## config.mk

```make
export PLATFORM = sky130hd
export DESIGN_NAME = ebi_msg_receiver
export DESIGN_NICKNAME = d
export VERILOG_FILES = /design/src/rtl/ebi_msg_receiver.sv
export SDC_FILE = /design/constraint.sdc
export NUM_CORES = 1
export LEC_CHECK = 0
export ABC_AREA = 1
export ABC_CLOCK_PERIOD_IN_PS = 5010
export BUFFER_PORTS_ARGS = -buffer_cell sky130_fd_sc_hd__buf_2
export CORE_MARGIN = 2
export CORE_UTILIZATION = 55
export CTS_CLUSTER_DIAMETER = 80
export DETAILED_ROUTE_END_ITERATION = 8
export MAX_ROUTING_LAYER = met4
export PLACE_DENSITY = 0.85
export SYNTH_ARGS = -nofsm -noshare
export SYNTH_HDL_FRONTEND = slang
export SYNTH_SLANG_ARGS = --single-unit
```

## constraint.sdc

```tcl
create_clock -name clk -period 5.01 [get_ports clk]
set_clock_uncertainty 0.1 [all_clocks]
set_input_delay 0.501 -clock clk [delete_from_list [all_inputs] [get_ports clk]]
set_output_delay 0.501 -clock clk [all_outputs]
set_load 0.02 [all_outputs]
```

## src/rtl/ebi_msg_receiver.sv

```systemverilog
// ebi_msg_receiver: off-die framed message receiver with parity check, credit return and delivery FIFO
module ebi_msg_receiver #(
  parameter int MSG_LEN    = 64,
  parameter int VC_W       = 3,
  parameter int OFF_DIE_WD = 16,
  parameter int PARITY_LEN = 8,
  parameter int FIFO_DEPTH = 4
) (
  input  logic                  clk,
  input  logic                  rstn,
  input  logic                  rx_start,
  input  logic [OFF_DIE_WD-1:0] rx_data,
  input  logic                  rx_end,
  output logic                  cr_start,
  output logic [1:0]            cr_code,
  output logic                  msg_valid,
  input  logic                  msg_ready,
  output logic [MSG_LEN-1:0]    msg_data,
  output logic [VC_W-1:0]       msg_vc
);
  localparam int NFLIT = (MSG_LEN + OFF_DIE_WD - 1) / OFF_DIE_WD;
  localparam int CW    = NFLIT > 1 ? $clog2(NFLIT) : 1;
  localparam int AW    = FIFO_DEPTH > 1 ? $clog2(FIFO_DEPTH) : 1;
  localparam int EW    = VC_W + MSG_LEN;
  typedef enum logic [2:0] {RECV_IDLE, RECV_MESSAGE, RECV_PARITY, RECV_END, MAKE_CREDIT} recv_t;
  typedef enum logic [1:0] {SCREDIT_IDLE, SCREDIT_START_BIT, SCREDIT_VALUE_SEND} cred_t;
  recv_t                 r_rstate;
  cred_t                 r_cstate;
  logic [CW-1:0]         r_cnt;
  logic [VC_W-1:0]       r_vc;
  logic [MSG_LEN-1:0]    r_msg;
  logic [PARITY_LEN-1:0] r_par;
  logic                  r_end;
  logic                  r_ok;
  logic [EW-1:0]         r_mem [FIFO_DEPTH];
  logic [AW-1:0]         r_wp;
  logic [AW-1:0]         r_rp;
  logic [AW:0]           r_count;
  logic [PARITY_LEN-1:0] w_par_exp;
  logic                  w_full;
  logic                  w_good;
  logic                  w_push;
  logic                  w_pop;

  // expected parity: bit i folds every message bit whose index is i mod PARITY_LEN
  always_comb begin
    w_par_exp = '0;
    for (int j = 0; j < MSG_LEN; j++) w_par_exp[j % PARITY_LEN] ^= r_msg[j];
  end

  // fullness is judged before any same-cycle pop, so a full FIFO always rejects
  assign w_full    = r_count == (AW+1)'(FIFO_DEPTH);
  assign w_good    = (w_par_exp == r_par) && r_end && !w_full;
  assign w_push    = (r_rstate == MAKE_CREDIT) && w_good;
  assign w_pop     = msg_valid && msg_ready;
  assign msg_valid = r_count != '0;
  assign {msg_vc, msg_data} = msg_valid ? r_mem[r_rp] : '0;

  // receive FSM: start, NFLIT data flits, parity, end, then one classification cycle
  always_ff @(posedge clk or negedge rstn) begin
    if (!rstn) begin
      r_rstate <= RECV_IDLE;
      r_cnt    <= '0;
      r_vc     <= '0;
      r_msg    <= '0;
      r_par    <= '0;
      r_end    <= 1'b0;
    end else begin
      for (int j = 0; j < MSG_LEN; j++)
        if (r_rstate == RECV_MESSAGE && int'(r_cnt) == j / OFF_DIE_WD) r_msg[j] <= rx_data[j % OFF_DIE_WD];
      case (r_rstate)
        RECV_IDLE: if (rx_start) begin
          r_vc     <= rx_data[VC_W-1:0];
          r_cnt    <= '0;
          r_rstate <= RECV_MESSAGE;
        end
        RECV_MESSAGE: begin
          r_cnt    <= r_cnt == CW'(NFLIT-1) ? '0 : r_cnt + CW'(1);
          r_rstate <= r_cnt == CW'(NFLIT-1) ? RECV_PARITY : RECV_MESSAGE;
        end
        RECV_PARITY: begin
          r_par    <= rx_data[PARITY_LEN-1:0];
          r_rstate <= RECV_END;
        end
        RECV_END: begin
          r_end    <= rx_end;
          r_rstate <= MAKE_CREDIT;
        end
        default: r_rstate <= RECV_IDLE;
      endcase
    end
  end

  // credit FSM: start bit one cycle after classification, code the cycle after that
  always_ff @(posedge clk or negedge rstn) begin
    if (!rstn) begin
      r_cstate <= SCREDIT_IDLE;
      r_ok     <= 1'b0;
      cr_start <= 1'b0;
      cr_code  <= 2'b00;
    end else begin
      case (r_cstate)
        SCREDIT_IDLE: if (r_rstate == MAKE_CREDIT) begin
          r_ok     <= w_good;
          cr_start <= 1'b1;
          r_cstate <= SCREDIT_START_BIT;
        end
        SCREDIT_START_BIT: begin
          cr_start <= 1'b0;
          cr_code  <= r_ok ? 2'b01 : 2'b10;
          r_cstate <= SCREDIT_VALUE_SEND;
        end
        default: begin
          cr_code  <= 2'b00;
          r_cstate <= SCREDIT_IDLE;
        end
      endcase
    end
  end

  // FIFO pointers and occupancy; pointers wrap naturally for power-of-2 depth
  always_ff @(posedge clk or negedge rstn) begin
    if (!rstn) begin
      r_wp    <= '0;
      r_rp    <= '0;
      r_count <= '0;
    end else begin
      r_wp    <= w_push ? r_wp + AW'(1) : r_wp;
      r_rp    <= w_pop ? r_rp + AW'(1) : r_rp;
      r_count <= r_count + (AW+1)'(w_push) - (AW+1)'(w_pop);
    end
  end

  // FIFO storage; head output is masked while empty so stale entries never show
  always_ff @(posedge clk) begin
    if (w_push) r_mem[r_wp] <= {r_vc, r_msg};
  end
endmodule

```

Word-level counts from Yosys, hierarchy flattened --
Memory sizes are Yosys's and may differ from the RTL's. Index checks and enable logic that the tools add are counted. Widths: inputs -> output; s select.
Storage, ports and cells: flip-flop bits (word level) 94, RAM bits 268, bits of input ports 21, output and inout port bits 71, word-level logic and storage cells 125, memories kept 1
Cells by class: add/sub/neg operators 5, eq/ne operators 13, muxes and demuxes 15, bitwise operators 56, reductions and logical operators 19
Memory list:
- r_mem | depth 4, bits a word 67, read ports 1, clocked after memory_dff 0, wr ports 1, RTL line 35 | logic [EW-1:0] r_mem [FIFO_DEPTH];
Operator list (count):
- $mux 67 | 1
- $xor 1x1->1 | 56
- $pmux 2 s2 | 3
- $pmux 3 s4 | 1
- $mux 2 | 5
- $eq 8x8->1 | 1
- $logic_and 1x1->1 | 8
- $reduce_and 2->1 | 4
- $add 2x1->2 const B | 3
- $eq 2x2->1 const B | 3
- $eq 3x2->1 const B | 2
- $eq 3x3->1 const B | 2
- $eq 2x1->1 const B | 2
- $logic_not 2->1 | 2
- $ne 2x2->1 const B | 2
- $reduce_bool 2->1 | 2
- $add 3x1->3 | 1
- $eq 3x1->1 const B | 1
- $logic_not 3->1 | 1
- $mux 1 | 3
- $mux 3 | 1
- $reduce_bool 3->1 | 1
- $sub 3x1->3 | 1
- $pmux 1 s2 | 1
- $logic_not 1->1 | 1

Logic depth before layout (Yosys ltp) --
Gate-level depths: netlist (run 1).
depth after elaboration 13, depth in mapped cells 19, mapped depth without buffers 19

Worst setup path before layout (run 1) --
Ideal clock, no wire load.
kind register -> register, from reg r_msg[16], to mem r_mem[0][0] (netlist bit), enable pin, setup time 0.493 ns, arrival time 4.150 ns, required time 4.417 ns, slack 0.267 ns, cell stages (with the launch flop) 10, path buffers 0, cell sequence dfrtp_1 -> xnor2_1 -> or2b_1 -> nand2_1 -> nor2_1 -> nor2_1 -> nand2_1 -> nor2_2 -> nand3_4 -> nor2_1
Between the ends: longest elaborated chain between the ends 12
RTL lines:
- start, declared | RTL line 31 | logic [MSG_LEN-1:0] r_msg;
- $xor 1x1->1 (6 in a row) | RTL line 48 | for (int j = 0; j < MSG_LEN; j++) w_par_exp[j % PARITY_LEN] ^= r_msg[j];
- $eq 8x8->1 | RTL line 53 | assign w_good = (w_par_exp == r_par) && r_end && !w_full;
- $logic_and 1x1->1 (2 in a row) | RTL line 53
- $logic_and 1x1->1 | RTL line 54 | assign w_push = (r_rstate == MAKE_CREDIT) && w_good;
- $mux 1 | RTL line 136 | if (w_push) r_mem[r_wp] <= {r_vc, r_msg};
- $mux 1 (not written as such) | RTL line 136
- end, declared | RTL line 35
Every way passes these cells.

Worst setup path after layout (run 1) --
from reg r_rp[0], to out msg_data[55]
Between the ends: longest elaborated chain between the ends 2
RTL lines:
- start, declared | RTL line 37 | logic [AW-1:0] r_rp;
- start signal, assigned | RTL line 129 | r_rp <= w_pop ? r_rp + AW'(1) : r_rp;
- $mem_v2 4x67
- $mux 67 | RTL line 57 | assign {msg_vc, msg_data} = msg_valid ? r_mem[r_rp] : '0;
- end, declared | RTL line 18 | output logic [MSG_LEN-1:0] msg_data,
Every way passes these cells.

==> impl_metrics.toml, run 1 <==
[outcome]
run_status = "finished, final reports clean"

[sta]
worstMarginPinSlew_ps = 1170
final_worst_path_period_share_pct = 77.0
slew-limit-headroom_pct = 21.9
fmax_mhz = 259
timing.setup.tns_ps = 0
unrepaired_setup_endpoints_after_global_routing = "false"
slew_viol_final = 0
report.final.setup_viol = 0
timing.final.crit_period_ps = 3860
timing.final.hold_violations = 0

[synth]
synth_top_cells_by_area = "sky130_fd_sc_hd__edfxtp_1 54%, sky130_fd_sc_hd__dfrtp_1 16%, sky130_fd_sc_hd__o21ai_0 7.2%"
synthesis.area_um2 = 14900
synth_top_family_by_area = "simple AND/OR/NAND/NOR gates"
ys_seq_area_share_pct = 69.7
postSynth.topFlopCell = "sky130_fd_sc_hd__edfxtp_1"
yosys.area.top_type = "sky130_fd_sc_hd__edfxtp_1"
post_synth_fa_ha_maj_area_fraction_pct = 0.973
synthesis.area_per_instance_um2 = 10.9
synthMostInstantiatedCell = "sky130_fd_sc_hd__nor2_1"
yosysWarnings = 0
synth.distinct_cells = 26
postSynthRegisterBits = 362
syn-instance-count = 1374
synth_top_cells_by_count = "286 x sky130_fd_sc_hd__nor2_1, 268 x sky130_fd_sc_hd__edfxtp_1, 215 x sky130_fd_sc_hd__o21ai_0"
multiplexer_fraction_of_the_synthesized_cell_area_pct = 0
yosys.area_share.xor_xnor_pct = 1.76
synth_compound_gate_area_share_pct = 9.71
synth-async-reset-ratio_pct = 26.0
synth-edff-count = 268
synth_top_area_share_pct = 54.0
synthSimpleGateAreaFrac_pct = 13.8
postSynthNetCount = 1406

[power_and_ir_drop]
cellPowerDensity_nw_per_um2 = 701
power_mw = 11.8
cellLeakagePower_nw = 6.72
vdd.ir_drop.worst_v = 0.000349

[worst_setup_path]
worstPathCellList = "buf_4, nor2_1, nor2_1, o21ai_0, a21oi_1, buf_2"
arrival_ps = 3260
cpLargestDelayFamily = "buffers and inverters"
critical-path-top-cell-by-count = "sky130_fd_sc_hd__nor2_1"
worstSetupStartpointType = "flip-flop"
cp_data_required_time_ps = 4410
worst-path-buf-inv = 2
critPathCaptureType = "primary output"
type_of_the_worst_setup_path = "reg -> out"
worst_path_max_delay_cell = "sky130_fd_sc_hd__dfrtp_4"
max_stage_delay_ps = 900
cp_max_fo = 69

[cells_and_area]
filler_cell_count = 1882
fraction_of_final_layout_cells_with_drive_strength_greater_than_1_pct = 11.6
layout.nets = 1484
register_area_um2 = 10400
layout_overhead_on_the_synthesized_area_pct = 13.1
multi_input_area_um2 = 3960
diodes_inserted = 0

[clock_tree]
number_of_h_tree_levels = 2
post_cts_resize_count = 0
tritoncts.num_buffers = 36
cts-hold-fix-buffers = 1
clk_pin_slew_ps = 60
clock-root-buffer = "sky130_fd_sc_hd__clkbuf_16"
clock_insertion_delay_worst_skew_ps = 520
tritoncts = "yes"
cts_max_path_buffers = 3
cts_setup_buffers = 0
numClockSinks = 362

[route]
antenna_violating_nets_post_route = 0
detail_route.drc_violations = 0
initialDrtViolationCount = 1475
routed_wl_um = 37500
vias_per_cell = 5.88
route.detailed.wl_per_inst_um = 20.6
vias = 10700
detail_route.first_pass.iterations = 6

[global_route]
grt_pass1_vias = 10500
grt_usage_pct = 27.2
antenna_found_initial = 0
grt_remaining_overflow = 0
maximum_number_of_pins_on_one_net_before_global_route_repair = 70
global_route_wire_length_before_repair_um = 57600

[floorplanning]
rows = 60
design.portCount = 92
horizontal_die_dimension_um = 169
die-height_um = 169
core_area_um2 = 26800
die-area_um2 = 28500
initial_cell_density_of_the_core_pct = 55.7

[worst_hold_path]
holdCritPathClass = "in -> reg"

[place]
placement.io_buffers = 91
gp_congestion = 0.898
estimated_wirelength_of_the_detail_placed_design_um = 22600

[run]
drv_cap = 0
power by group:
group	switching [mW]	internal, mW
Sequential	0.785	3.90
Clock	1.11	1.54
Combinational	3.10	1.42
cells in the final DEF, fill, tap and decap left out:
cell,n
sky130_fd_sc_hd__nor2_1,282
sky130_fd_sc_hd__edfxtp_1,268
sky130_fd_sc_hd__o21ai_0,215
sky130_fd_sc_hd__nand2_1,198
sky130_fd_sc_hd__dfrtp_1,92
sky130_fd_sc_hd__buf_2,90
sky130_fd_sc_hd__inv_1,89
sky130_fd_sc_hd__a21oi_1,70
sky130_fd_sc_hd__clkbuf_16,39
sky130_fd_sc_hd__nand3_1,30
sky130_fd_sc_hd__xnor2_1,20
sky130_fd_sc_hd__buf_4,11
sky130_fd_sc_hd__xor2_1,10
sky130_fd_sc_hd__ha_1,10
sky130_fd_sc_hd__clkbuf_1,9
sky130_fd_sc_hd__clkinv_2,5
sky130_fd_sc_hd__nor2_2,4
sky130_fd_sc_hd__nor2_4,4
sky130_fd_sc_hd__clkbuf_8,4
sky130_fd_sc_hd__nand3b_1,3
sky130_fd_sc_hd__inv_2,3
sky130_fd_sc_hd__inv_6,3
sky130_fd_sc_hd__clkinv_1,3
sky130_fd_sc_hd__or2b_1,2
sky130_fd_sc_hd__buf_12,2
sky130_fd_sc_hd__nand3_4,1
sky130_fd_sc_hd__nor3_2,1
sky130_fd_sc_hd__a22o_1,1
sky130_fd_sc_hd__nand4_1,1
sky130_fd_sc_hd__nand2_2,1
sky130_fd_sc_hd__o21ai_2,1
sky130_fd_sc_hd__o21ai_1,1
sky130_fd_sc_hd__fa_1,1
sky130_fd_sc_hd__bufinv_16,1
sky130_fd_sc_hd__dlygate4sd3_1,1
sky130_fd_sc_hd__dfrtp_4,1
sky130_fd_sc_hd__dfrtp_2,1
cell families after synthesis:
| group | count (synthesis) |
|---|---|
| compound gates | 288 |
| xor+xnor | 30 |
| fa+ha+maj | 11 |
| buf+inv | 156 |
| flops | 362 |
| simple gates | 527 |
tightest hold or removal path: stages:
cell,delay [ps]
sky130_fd_sc_hd__buf_2,80
sky130_fd_sc_hd__nand2_1,40
sky130_fd_sc_hd__o21ai_0,60
metal layers:
layer | GRT usage [%] | up-vias | share of wire [%] | routed length, µm
met4 | 11.4 | 0 | 4.0 | 1490
met2 | 44.4 | 596 | 50 | 18600
met1 | 34.8 | 5185 | 38 | 14300
met3 | 3.69 | 132 | 8.2 | 3070
met5 | - | - | 0 | 0
li1 | - | 4775 | - | -
area by class of cell:
| class | instances | area share [%] |
|---|---|---|
| Clock buffer | 52 | 6.31 |
| Clock inverter | 12 | 0.549 |
| Inverter | 92 | 2.05 |
| Multi-Input combinational cell | 856 | 23.4 |
| Sequential cell | 362 | 61.7 |
| Tap cell | 341 | 2.53 |
| Timing Repair Buffer | 104 | 3.46 |
per-stage QoR:
step	hold slack [ps]	cell area, µm²	util [%]	std cells	worst slack (ps)
floorplan	105	14900	-	1374	267
global placement	337	15700	58.6	1754	1820
detailed placement	343	15700	58.6	1754	1700
CTS	92.4	16900	63.0	1819	1250
global route	122	16900	63.0	1819	1090
finish	97.9	16900	63.0	1819	1150
state kept, by name, indices dropped and copies added, names as in the netlist:
| signal | count |
|---|---|
| r_wp | 2 |
| r_end | 1 |
| r_par | 8 |
| r_cstate | 2 |
| r_rp | 2 |
| r_count | 3 |
| r_rstate | 3 |
| r_ok | 1 |
| cr_code | 2 |
| r_msg | 64 |
| r_vc | 3 |
| r_cnt | 2 |
| cr_start | 1 |
| r_mem | 268 |
worst paths after layout:
kind	startpoint	end	slack (ps)	cells past startpoint
setup / recovery	r_rp[0]	msg_data[55]	1150	6
hold / removal	rx_end	r_end	100	3
setup reg to reg	r_msg[41]	r_mem[3][42]	1650	10
hold reg to reg	r_cstate[1]	r_cstate[1]	360	1
max in group asynchronous	rstn	r_msg[12]	3300	3
min in group asynchronous	rstn	r_cstate[1]	470	2
Power figures use the tool's default switching activity.
==> run 2, diff against run 1 <==
Settings changed: ABC_AREA 1 to 0, ABC_CLOCK_PERIOD_IN_PS 5010 to 3600, CORE_UTILIZATION 55 to 60, PLACE_DENSITY 0.85 to 0.88.
Clock period 5.01 ns to 3.6 ns, I/O delays scaled along.
==> run 2 against run 1 <==
Synthesized area down 3.3%. Flip-flop and latch count unchanged. Clock-buffer cell count down 1. Largest cell class unchanged. Worst setup slack worse by 1000 ps. Via count down 33%. Utilization up 7.2 points. Final area down 2.1%. Global-route usage down 2.5 points. Largest power group unchanged. Highest routed layer unchanged.
==> impl_metrics.toml, run 2 <==
[outcome]
run_status = "finished, final reports clean"

[synth]
ys_seq_area_share_pct = 72.1
syn-instance-count = 731
synth_top_cells_by_area = "sky130_fd_sc_hd__edfxtp_1 56%, sky130_fd_sc_hd__dfrtp_1 16%, sky130_fd_sc_hd__mux4_2 10%"
yosys.area.top_type = "sky130_fd_sc_hd__edfxtp_1"
yosysWarnings = 0
postSynthNetCount = 763
synthesis.area_per_instance_um2 = 19.7
postSynth.topFlopCell = "sky130_fd_sc_hd__edfxtp_1"
synth-edff-count = 268
synth_top_area_share_pct = 55.8
synthesis.area_um2 = 14400
synth-async-reset-ratio_pct = 26.0
synth_top_cells_by_count = "268 x sky130_fd_sc_hd__edfxtp_1, 94 x sky130_fd_sc_hd__dfrtp_1, 76 x sky130_fd_sc_hd__mux2_2"
synth.distinct_cells = 33
synthMostInstantiatedCell = "sky130_fd_sc_hd__edfxtp_1"
postSynthRegisterBits = 362

[clock_tree]
numClockSinks = 362
cts_setup_buffers = 0
tritoncts = "yes"
tritoncts.num_buffers = 34
number_of_h_tree_levels = 2
clock-root-buffer = "sky130_fd_sc_hd__clkbuf_16"
clock_insertion_delay_worst_skew_ps = 510
cts_max_path_buffers = 3
clk_pin_slew_ps = 60

[floorplanning]
horizontal_die_dimension_um = 159
initial_cell_density_of_the_core_pct = 61.3
rows = 56
core_area_um2 = 23500
die-height_um = 159
design.portCount = 92
die-area_um2 = 25300

[place]
dpl.cell_count = 1124
placement.io_buffers = 91
estimated_wirelength_of_the_detail_placed_design_um = 17400
gp_congestion = 0.791

[cells_and_area]
largest_register = "r_mem"
diodes_inserted = 0
fraction_of_final_layout_cells_with_drive_strength_greater_than_1_pct = 35.1
biggestRegsByFlops = "r_mem: 268 flops, r_msg: 64 flops, r_par: 8 flops"
final_common_cell = "sky130_fd_sc_hd__edfxtp_1"
layout.nets = 875
finalNonFillerCells = 1187
layout_overhead_on_the_synthesized_area_pct = 14.6
filler_cell_count = 1396
flip_flop_count_of_the_largest_register_all_copies_and_words_added = 268
commonest_cells_after_routing_fill_and_taps_aside = "268 x sky130_fd_sc_hd__edfxtp_1, 92 x sky130_fd_sc_hd__dfrtp_1, 90 x sky130_fd_sc_hd__buf_2"

[run]
drv_cap = 0

[worst_setup_path]
cp_data_required_time_ps = 3920
worst_path_max_delay_cell = "sky130_fd_sc_hd__dfrtp_1"
type_of_the_worst_setup_path = "reg -> reg"
critPathCaptureType = "flip-flop"
cp_max_fo = 6
worst-path-buf-inv = 3
cpLargestDelayFamily = "XOR/XNOR gates"
worstPathCellList = "xor2_1, xnor3_1, xnor2_1, nand4_1, nor4_4, inv_1, ha_1, inv_1, ha_1, inv_1, fa_1, xnor2_1, xnor2_1"
max_stage_delay_ps = 450
worstSetupStartpointType = "flip-flop"
arrival_ps = 3780

[sta]
slew-limit-headroom_pct = 25.6
timing.final.crit_period_ps = 3460
unrepaired_setup_endpoints_after_global_routing = "false"
slew_viol_final = 0
worstMarginPinSlew_ps = 1110
timing.setup.tns_ps = 0
timing.final.hold_violations = 0
report.final.setup_viol = 0
fmax_mhz = 289
final_worst_path_period_share_pct = 96.1

[power_and_ir_drop]
vdd.ir_drop.worst_v = 0.000566
cellLeakagePower_nw = 5.95
cellPowerDensity_nw_per_um2 = 945

[global_route]
antenna_found_initial = 0
grt_remaining_overflow = 0
grt_usage_pct = 24.7
global_route_wire_length_before_repair_um = 45400
grt_pass1_vias = 7375
maximum_number_of_pins_on_one_net_before_global_route_repair = 69

[route]
initialDrtViolationCount = 692
route.detailed.wl_per_inst_um = 25.0
antenna_violating_nets_post_route = 0
detail_route.first_pass.iterations = 5
vias = 7117
detail_route.drc_violations = 0
vias_per_cell = 6.00
routed_wl_um = 29700

[worst_hold_path]
holdCritPathClass = "in -> reg"
## run 2: timing repair
item	in CTS	in global routing
hold endpoints to repair	49	0
hold buffers	2	0
resized for setup	0	0
setup endpoints to repair	0	0
## run 2: cell families after synthesis
family                     synth area share (%)
DFF                                        72.1
muxes                                      16.6
and+or+nand+nor                            4.27
xor gates and xnor gates                   4.43
buffers and inverters                      1.16
adders and majority gates                  1.01
AOI/OAI and AO/OA                         0.434
## run 2: cell type report
| class | instances | area, µm² | area share [%] |
|---|---|---|---|
| Tap cell | 319 | 399 | 2.42 |
| Clock buffer | 51 | 1030 | 6.22 |
| Inverter | 10 | 37.5 | 0.227 |
| Clock inverter | 10 | 70.1 | 0.424 |
| Multi-Input combinational cell | 327 | 3850 | 23.3 |
| Sequential cell | 362 | 10400 | 63.0 |
| Timing Repair Buffer | 108 | 728 | 4.41 |
## run 2: path summary, 6_finish.rpt
path,start,end,slack (ps),cells past startpoint
min,rx_start,r_rstate[0],70,3
max in group asynchronous,rstn,r_msg[28],2380,3
max reg2reg,r_msg[30],r_count[2],140,13
min reg2reg,r_cstate[1],r_cstate[1],410,1
max,r_msg[30],r_count[2],140,13
min in group asynchronous,rstn,r_rstate[1],320,2
## run 2: worst min-delay path, delay by kind of cell
family	cells	cell delay (ps)
AO/OA/AOI/OAI	1	60
buffers and inverters	1	100
AND/OR/NAND/NOR	1	110
## run 2: metal layers
metal / share of wire (%) / GRT usage, % / up-vias
met1: 41 / 33.5 / 3715
met3: 7.0 / 5.21 / 69
met2: 49 / 38.5 / 301
met5: 0 / - / -
met4: 3.1 / 7.73 / 0
li1: - / - / 3032
## run 2: power breakdown
| group | leakage, nW | switching [mW] | internal [mW] | total [mW] |
|---|---|---|---|---|
| sequential | 3.54 | 1.07 | 5.47 | 6.54 |
| clock | 0.534 | 1.45 | 2.05 | 3.50 |
| combinational | 1.87 | 2.72 | 2.85 | 5.58 |
## run 2: stage by stage
step	utilization, %	setup WS, ps	hold WS, ps	power, mW	instance area [µm²]
after floorplan	-	450	-35.6	10.4	14400
after global placement	65.4	490	328	11.8	15400
after detailed placement	65.4	318	324	12.1	15400
after CTS	70.2	190	61.5	15.7	16500
after global routing	70.2	26.4	88.8	16.2	16500
final	70.2	140	74.0	15.6	16500
